File: config.mk
export PLATFORM = sky130hd
export DESIGN_NAME = register_file
export DESIGN_NICKNAME = d
export VERILOG_FILES = /design/src/rtl/regfile_pkg.sv /design/src/rtl/regcell.sv /design/src/rtl/register_file.sv
export SDC_FILE = /design/constraint.sdc
export NUM_CORES = 2
export LEC_CHECK = 0
export BUFFER_PORTS_ARGS = -buffer_cell sky130_fd_sc_hd__buf_2
export CAP_MARGIN = 20
export CORE_ASPECT_RATIO = 2
export CORE_MARGIN = 4
export CORE_UTILIZATION = 57
export DETAILED_ROUTE_END_ITERATION = 8
export PLACE_DENSITY = 0.84
export SLEW_MARGIN = 20
export SYNTH_ARGS = -nofsm -noshare
export SYNTH_HDL_FRONTEND = slang
export SYNTH_SLANG_ARGS = --single-unit
export TNS_END_PERCENT = 30
File: constraint.sdc
create_clock -name Clk -period 30.9 [get_ports Clk]
set_input_delay 1.545 -clock Clk [delete_from_list [all_inputs] [get_ports Clk]]
set_output_delay 1.545 -clock Clk [all_outputs]
set_load 0.01 [all_outputs]
File: src/rtl/regfile_pkg.sv
// Shared constants and helpers for the register file.
//   DATA_W_DEF : default register / data-port width
//   NUM_REGS   : default register count (entry 0 is the constant zero register)
//   ADDR_W     : read-address width
//   EN_W       : width of the one-hot write-enable vector
//   CNT_W      : width of the committed-write counter
package regfile_pkg;

  localparam int unsigned DATA_W_DEF = 32;
  localparam int unsigned NUM_REGS   = 32;
  localparam int unsigned ADDR_W     = 5;
  localparam int unsigned EN_W       = 32;
  localparam int unsigned CNT_W      = 16;

  localparam logic [CNT_W-1:0] CNT_MAX = {CNT_W{1'b1}};

  // True when exactly one bit of v is set.
  function automatic logic is_onehot(input logic [EN_W-1:0] v);
    return (v != '0) && ((v & (v - EN_W'(1))) == '0);
  endfunction

  // Bit k set when register k physically exists (k in 1..n-1).
  function automatic logic [EN_W-1:0] reg_mask(input int unsigned n);
    logic [EN_W-1:0] m;
    m = '0;
    for (int unsigned k = 1; k < EN_W; k++) begin
      m[k] = (k < n);
    end
    return m;
  endfunction

endpackage : regfile_pkg

File: src/rtl/regcell.sv
// Single DataWidth-bit storage register with write enable and async clear.
//   clk_i : clock
//   rst_i : asynchronous active-high clear
//   en_i  : load d_i on the rising edge
//   d_i   : write data
//   q_o   : stored value
module regcell
  import regfile_pkg::*;
#(
  parameter int unsigned DataWidth = DATA_W_DEF
) (
  input  logic                 clk_i,
  input  logic                 rst_i,
  input  logic                 en_i,
  input  logic [DataWidth-1:0] d_i,
  output logic [DataWidth-1:0] q_o
);

  logic [DataWidth-1:0] data_q;
  logic [DataWidth-1:0] data_d;

  always_comb begin
    data_d = data_q;
    if (en_i) data_d = d_i;
  end

  always_ff @(posedge clk_i or posedge rst_i) begin
    if (rst_i) data_q <= '0;
    else       data_q <= data_d;
  end

  assign q_o = data_q;

endmodule : regcell

File: src/rtl/register_file.sv
// Two-read / one-write register file with one-hot write enables, a sticky
// illegal-enable flag, write-through bypass and a saturating write counter.
//   Clk           : clock, all state updates on the rising edge
//   Reset         : asynchronous active-high clear of all state
//   WriteEn       : one-hot write enables (bit 0 is ignored)
//   WriteData     : write data
//   ReadRegister1 : read port 1 address
//   ReadRegister2 : read port 2 address
//   ReadData1     : read port 1 data (combinational, with bypass)
//   ReadData2     : read port 2 data (combinational, with bypass)
//   OneHotErr     : sticky flag, set by a multi-bit WriteEn, blocks all writes
//   WriteCount    : saturating count of committed writes
module register_file
  import regfile_pkg::*;
#(
  parameter int unsigned DataWidth = DATA_W_DEF,
  parameter int unsigned NumRegs   = NUM_REGS
) (
  input  logic                 Clk,
  input  logic                 Reset,
  input  logic [EN_W-1:0]      WriteEn,
  input  logic [DataWidth-1:0] WriteData,
  input  logic [ADDR_W-1:0]    ReadRegister1,
  input  logic [ADDR_W-1:0]    ReadRegister2,
  output logic [DataWidth-1:0] ReadData1,
  output logic [DataWidth-1:0] ReadData2,
  output logic                 OneHotErr,
  output logic [CNT_W-1:0]     WriteCount
);

  localparam logic [EN_W-1:0] REG_MASK = reg_mask(NumRegs);

  logic                 err_q, err_d;
  logic [CNT_W-1:0]     cnt_q, cnt_d;
  logic [EN_W-1:0]      en_hi_c;
  logic                 multi_c;
  logic                 legal_c;
  logic [DataWidth-1:0] regs_c [EN_W];

  // Bit 0 targets the zero register and takes no part in legality.
  assign en_hi_c = {WriteEn[EN_W-1:1], 1'b0};
  assign multi_c = (en_hi_c != '0) && !is_onehot(en_hi_c);

  // A write commits only outside reset, with no sticky error, to an existing register.
  assign legal_c = !Reset && !err_q && is_onehot(en_hi_c) && ((en_hi_c & REG_MASK) != '0);

  // Register storage: entry 0 is hard-wired zero.
  assign regs_c[0] = '0;
  for (genvar k = 1; k < EN_W; k++) begin : g_reg
    if (k < NumRegs) begin : g_cell
      regcell #(.DataWidth(DataWidth)) u_cell (
        .clk_i (Clk),
        .rst_i (Reset),
        .en_i  (legal_c & WriteEn[k]),
        .d_i   (WriteData),
        .q_o   (regs_c[k])
      );
    end else begin : g_none
      assign regs_c[k] = '0;
    end
  end

  // Read muxes; legal_c being one-hot means WriteEn[addr] identifies the target.
  always_comb begin
    ReadData1 = regs_c[ReadRegister1];
    ReadData2 = regs_c[ReadRegister2];
    if (legal_c && (ReadRegister1 != '0) && WriteEn[ReadRegister1]) ReadData1 = WriteData;
    if (legal_c && (ReadRegister2 != '0) && WriteEn[ReadRegister2]) ReadData2 = WriteData;
    if (Reset) begin
      ReadData1 = '0;
      ReadData2 = '0;
    end
  end

  // Sticky error and saturating commit counter.
  always_comb begin
    err_d = err_q | multi_c;
    cnt_d = cnt_q;
    if (legal_c && (cnt_q != CNT_MAX)) cnt_d = cnt_q + CNT_W'(1);
  end

  always_ff @(posedge Clk or posedge Reset) begin
    if (Reset) begin
      err_q <= 1'b0;
      cnt_q <= '0;
    end else begin
      err_q <= err_d;
      cnt_q <= cnt_d;
    end
  end

  assign OneHotErr  = err_q;
  assign WriteCount = cnt_q;

endmodule : register_file
After elaboration in Yosys (flattened, before gate mapping)
Index checks and enable logic that the tools add are counted.
{ "word_totals": {"reg_bits": 1009, "output_inout_bits": 81} }
{ "classes": {"order_cmp": 4, "reduce_logical": 17, "bitwise": 35, "mux": 14, "add_sub_neg": 2, "eq_ne": 1} }
{ "ops": {"columns": ["operator", "n"], "rows": [
  ["$bmux W32 S5", 2],
  ["$mux W32", 8],
  ["$and A32 B32 Y32", 1],
  ["$logic_not A32 Y1", 1],
  ["$reduce_bool A32 Y1", 1],
  ["$sub A32 B1 Y32 const B", 1],
  ["$and A1 B1 Y1", 31],
  ["$add A16 B1 Y16 const B", 1],
  ["$ne A16 B16 Y1 const B", 1],
  ["$ge A6 B6 Y1 const B", 2],
  ["$lt A5 B6 Y1 const B", 2],
  ["$not A5 Y6", 2],
  ["$bmux W1 S5", 2],
  ["$logic_and A1 B1 Y1", 10],
  ["$reduce_bool A5 Y1", 2],
  ["$logic_not A1 Y1", 3],
  ["$mux W1", 2],
  ["$or A1 B1 Y1", 1]
]} }

Longest topological paths before layout
{ "depth": {"word_depth": 10, "mapped_depth": 11, "ltp_nobuf": 7} }

By module
Synthesis repeated with hierarchy kept, for this count alone.
{ "unflattened": {"hier_cells": 3659, "hier_area_um2": 60849.6} }
{ "by_module_without_submodules": {"columns": ["module", "cells_each", "instances", "area_each_um2"], "rows": [
  ["regcell", 69, 31, 1348.8],
  ["register_file", 1520, 1, 19037.0]
]} }

Worst setup path before layout
No wires, ideal clock.
{ "synth_timing": {"path_type": "input to output", "from": "input port Reset", "to": "output port ReadData2[22]", "n_path_buf": 3, "slack_ns": 3.146, "required_time_ns": 29.355, "stages": 9, "t_arrival_ns": 26.209, "cell_sequence": "inv_1 -> o41a_1 -> o31ai_1 -> or3_1 -> buf_2 -> or3b_1 -> buf_2 -> buf_6 -> mux2_1"} }
{ "synth_between": {"elab_chain_cells": 8} }
{ "synth_lines": {"columns": ["item", "line", "source"], "rows": [
  ["start, declared", "register_file.sv:20", "input logic Reset,"],
  ["$logic_not A1 Y1 (no line)", null, null],
  ["$logic_and A1 B1 Y1 (3 in series)", "register_file.sv:45", "assign legal_c = !Reset && !err_q && is_onehot(en_hi_c) && ((en_hi_c & REG_MASK) != '0);"],
  ["$logic_and A1 B1 Y1 (2 in series)", "register_file.sv:68", "if (legal_c && (ReadRegister2 != '0) && WriteEn[ReadRegister2]) ReadData2 = WriteData;"],
  ["$mux W32", "register_file.sv:68", null],
  ["$mux W32 (*)", "register_file.sv:69", "if (Reset) begin"],
  ["end, declared", "register_file.sv:26", "output logic [DataWidth-1:0] ReadData2,"]
]} }
Every way passes the cells marked *; elsewhere a longest branch is shown, timed or not.

Worst setup path in the final report
{ "layout_timing": {"from": "input port ReadRegister2[0]", "to": "output port ReadData2[13]"} }
{ "layout_between": {"elab_chain_cells": 6} }
{ "layout_lines": {"columns": ["item", "line", "source"], "rows": [
  ["start, declared", "register_file.sv:24", "input logic [ADDR_W-1:0] ReadRegister2,"],
  ["$not A5 Y6 (implied by the code)", "register_file.sv:66", "ReadData2 = regs_c[ReadRegister2];"],
  ["$bmux W32 S5", "register_file.sv:66", null],
  ["$mux W32 (implied by the code) (2 in series)", "register_file.sv:66", null],
  ["$mux W32 (*)", "register_file.sv:68", null],
  ["$mux W32 (*)", "register_file.sv:69", null]
]} }
Every way passes the cells marked *; elsewhere a longest branch is shown, timed or not. The select of a mux whose other input is x is not followed.

==> results.yml <==
setup_path:
  crit_type: "input port to output port"
  critical_path.startpoint: "ReadRegister2[0]"
  rr_startpoint: "OneHotErr"
  cp_slowest_cell: "buf_4"
  worst-path-buf-inv: 6
  cp_common_cell: "buf_4"
  cp_cell_sequence: "buf_8 -> buf_4 -> buf_4 -> buf_4 -> nor2b_4 -> buf_4 -> a22o_1 -> mux4_2 -> mux2i_1 -> nor2_1 -> mux2_1 -> buf_2"
  start_kind: "input port"
  end_kind: "output port"
  critPathArrivalTime_ns: 6.92
  cp_max_fo: 73
  worstPathRequired_ns: 29.36
  crit_family: "buffers and inverters"
  slowest_delay_ns: 0.78
detailed_routing:
  num_vias: 35525
  drt_iter0_markers: 3578
  drc: 0
  drtPass1Iterations: 5
  post_drt_via_cell_ratio: 7.32
  wl_microns: 160000
  wl_per_cell_microns: 33.0
  drt.antenna.violating_nets: 0
finish:
  fin_nets: 3631
  area_growth_pct: 8.13
  drive_above_1_share_pct: 55.5
synthesis:
  synth_area_sq_um: 55600
  synth_compound_area_share_pct: 2.37
  synthArstFlopShare_pct: 100
  netlist_instances: 3626
  synthMuxAreaShare_pct: 46.6
  synth_edf_count: 0
  synth-seq-cells: 1009
  ys_types: 56
  seq_area_frac_synth_pct: 45.4
  synth_xor_area_share_pct: 0.221
  synthTopCellsByArea: "dfrtp_1, mux4_2, mux2_2, clkbuf_1, mux2i_1"
  synth.most_common_cell: "mux2_2"
  ys_top_cells_by_count: "mux2_2, dfrtp_1, mux4_2, clkbuf_1, nor2_1"
  synth_nets: 3703
  netlist.area_leader.share_pct: 45.4
  synth-adder-area-share_pct: 0.0585
  synth_flop_cell: "dfrtp_1"
  synthSimpleGateAreaFrac_pct: 2.57
  syn_area_per_cell_sq_um: 15.3
  synth_top_cell_by_area: "dfrtp_1"
  yosys_warnings: 0
  synth_top_family_by_area: "multiplexers"
hold_path:
  hold_path.class: "flip-flop to flip-flop"
  min_from: "WriteCount[4]"
power:
  ir_drop_v: 0.0000364
  leakagePower_nw: 28.4
  p_per_area_nw_per_um2: 44.3
grt:
  track_usage_pct: 31.1
  grt_overflow: 0
  grt_pass1_wl_microns: 240000
  grt_pass1_vias: 37807
  grt_max_degree: 167
  antenna_found_initial: 16
floorplanning:
  die_y_microns: 450
  dieArea_sq_um: 103000
  die_w_microns: 229
  pin_count: 157
  initial_utilization_pct: 57.6
  row_count: 161
  core_area_sq_um: 96500
clock_network:
  numCtsBuffers: 91
  cts_max_level: 3
  cts_tree: "built"
  hold_buffers: 0
  clk_latency_ns: 0.70
  cts-root-buf: "clkbuf_16"
  post_cts_buffers: 0
  clkSlewWorstSetupHoldPaths_ns: 0.07
  cts_resized: 0
  clock_path_buffers: 3
  cts_sinks: 1009
timing:
  drv_slew: 0
  max_freq_mhz: 118
  timing.final.crit_share_pct: 27.4
  setup_viol: 0
  fin_crit_ns: 8.46
  fin_ws_ns: 22.44
  setup_tns_ns: 0
  worst_pin_slew_ns: 1.14
  hold_violations: 0
  slew_headroom_pct: 23.6
  skew_ns: 0.0389
  rsz0062_at_grt: "false"
placed_design:
  hpwl_microns: 89200
  place_congestion: 0.879
  preCtsSetupSlack_ns: 22.18
  io_buffers: 155
flow_run:
  max-cap-violations: 0
status:
  status: "finished clean"
-- worst register-to-register path, stage by stage, from the launching register on --
cell and delay (ns):
dfrtp_1 0.43, a221oi_1 0.22, nand3_1 0.11, nor3b_1 0.25, o211ai_1 0.19, nor4_4 0.64, buf_4 0.42, nand4_1 0.95
buf_4 0.68, mux2_2 0.40
-- power breakdown --
group,leakage (nW),internal [W],switching [W]
Combinational,12.8,0.0000505,0.000128
Sequential,14.1,0.00132,0.000000000000160
Clock,1.47,0.000638,0.000523
Total,28.4,0.00201,0.000652
-- area by class of cell --
class / instances / area (sq um)
timing repair buffer: 232 / 1480
inverter: 4 / 22.5
clock buffer: 128 / 2630
antenna: 8 / 20.0
multi-input combinational: 2216 / 28800
sequential: 1009 / 25200
fill: 6718 / 36400
tap: 1222 / 1530
clock inverter: 37 / 370
-- layout by cell type (no fill, tap or decap), types with 34 or more instances in the layout --
master and count:
buf_2 144, clkbuf_16 92, mux2i_1 82, nor2_1 106, nand4_1 40, a22o_1 34, mux4_2 552, buf_4 79
mux2_1 55, dfrtp_1 1009, nor2b_1 35, mux2_2 1067
-- final timing paths --
path / slack, ns / end / depth (start not counted)
worst max-delay path: 22.44 / ReadData2[13] / 12
min in group asynchronous: 1.09 / WriteCount[0] / 2
max in group asynchronous: 26.50 / g_reg[29].g_cell.u_cell.q_o[24] / 5
worst min-delay path: 0.49 / WriteCount[4] / 1
worst max register to register: 26.48 / g_reg[5].g_cell.u_cell.q_o[25] / 9
worst min register to register: 0.49 / WriteCount[4] / 1
-- flip-flops by register name (all words and copies together) (netlist names) --
signal / count
WriteCount: 16
OneHotErr: 1
g.g_cell.u_cell.q_o: 992
-- logic make-up (layout without fill, tap and decap cells) --
kind of cell / after synthesis / count (layout)
AO/OA/AOI/OAI: 168 / 168
XOR/XNOR: 14 / 14
adder cells (fa/ha/maj): 3 / 3
buffers and inverters: 401 / 401
flip-flops: 1009 / 1009
multiplexers: 1756 / 1756
other: 0 / 8
AND/OR/NAND/NOR: 275 / 275
-- per-layer routing --
layer / GRT usage, % / wire [microns]
met1: 39.1 / 55400
met5: 0 / 84
met2: 50.5 / 77600
met3: 7.12 / 16900
met4: 16.7 / 10100
-- through the flow --
| step | instances | area, sq um | utilization [%] | power, W | hold WS [ns] |
|---|---|---|---|---|---|
| finish | 4856 | 60100 | 62.3 | 0.00266 | 0.495 |
| global route | 4850 | 60100 | 62.3 | 0.00273 | 0.514 |
| CTS | 4847 | 60100 | 62.2 | 0.00267 | 0.492 |
| detailed placement | 4682 | 57100 | 59.1 | 0.00152 | 0.479 |
| global placement | 4682 | 57100 | 59.1 | 0.00152 | 0.470 |
| floorplan | 3626 | 55600 | - | 0.00147 | 0.477 |
No activity file was read; power rests on OpenSTA's default activity.
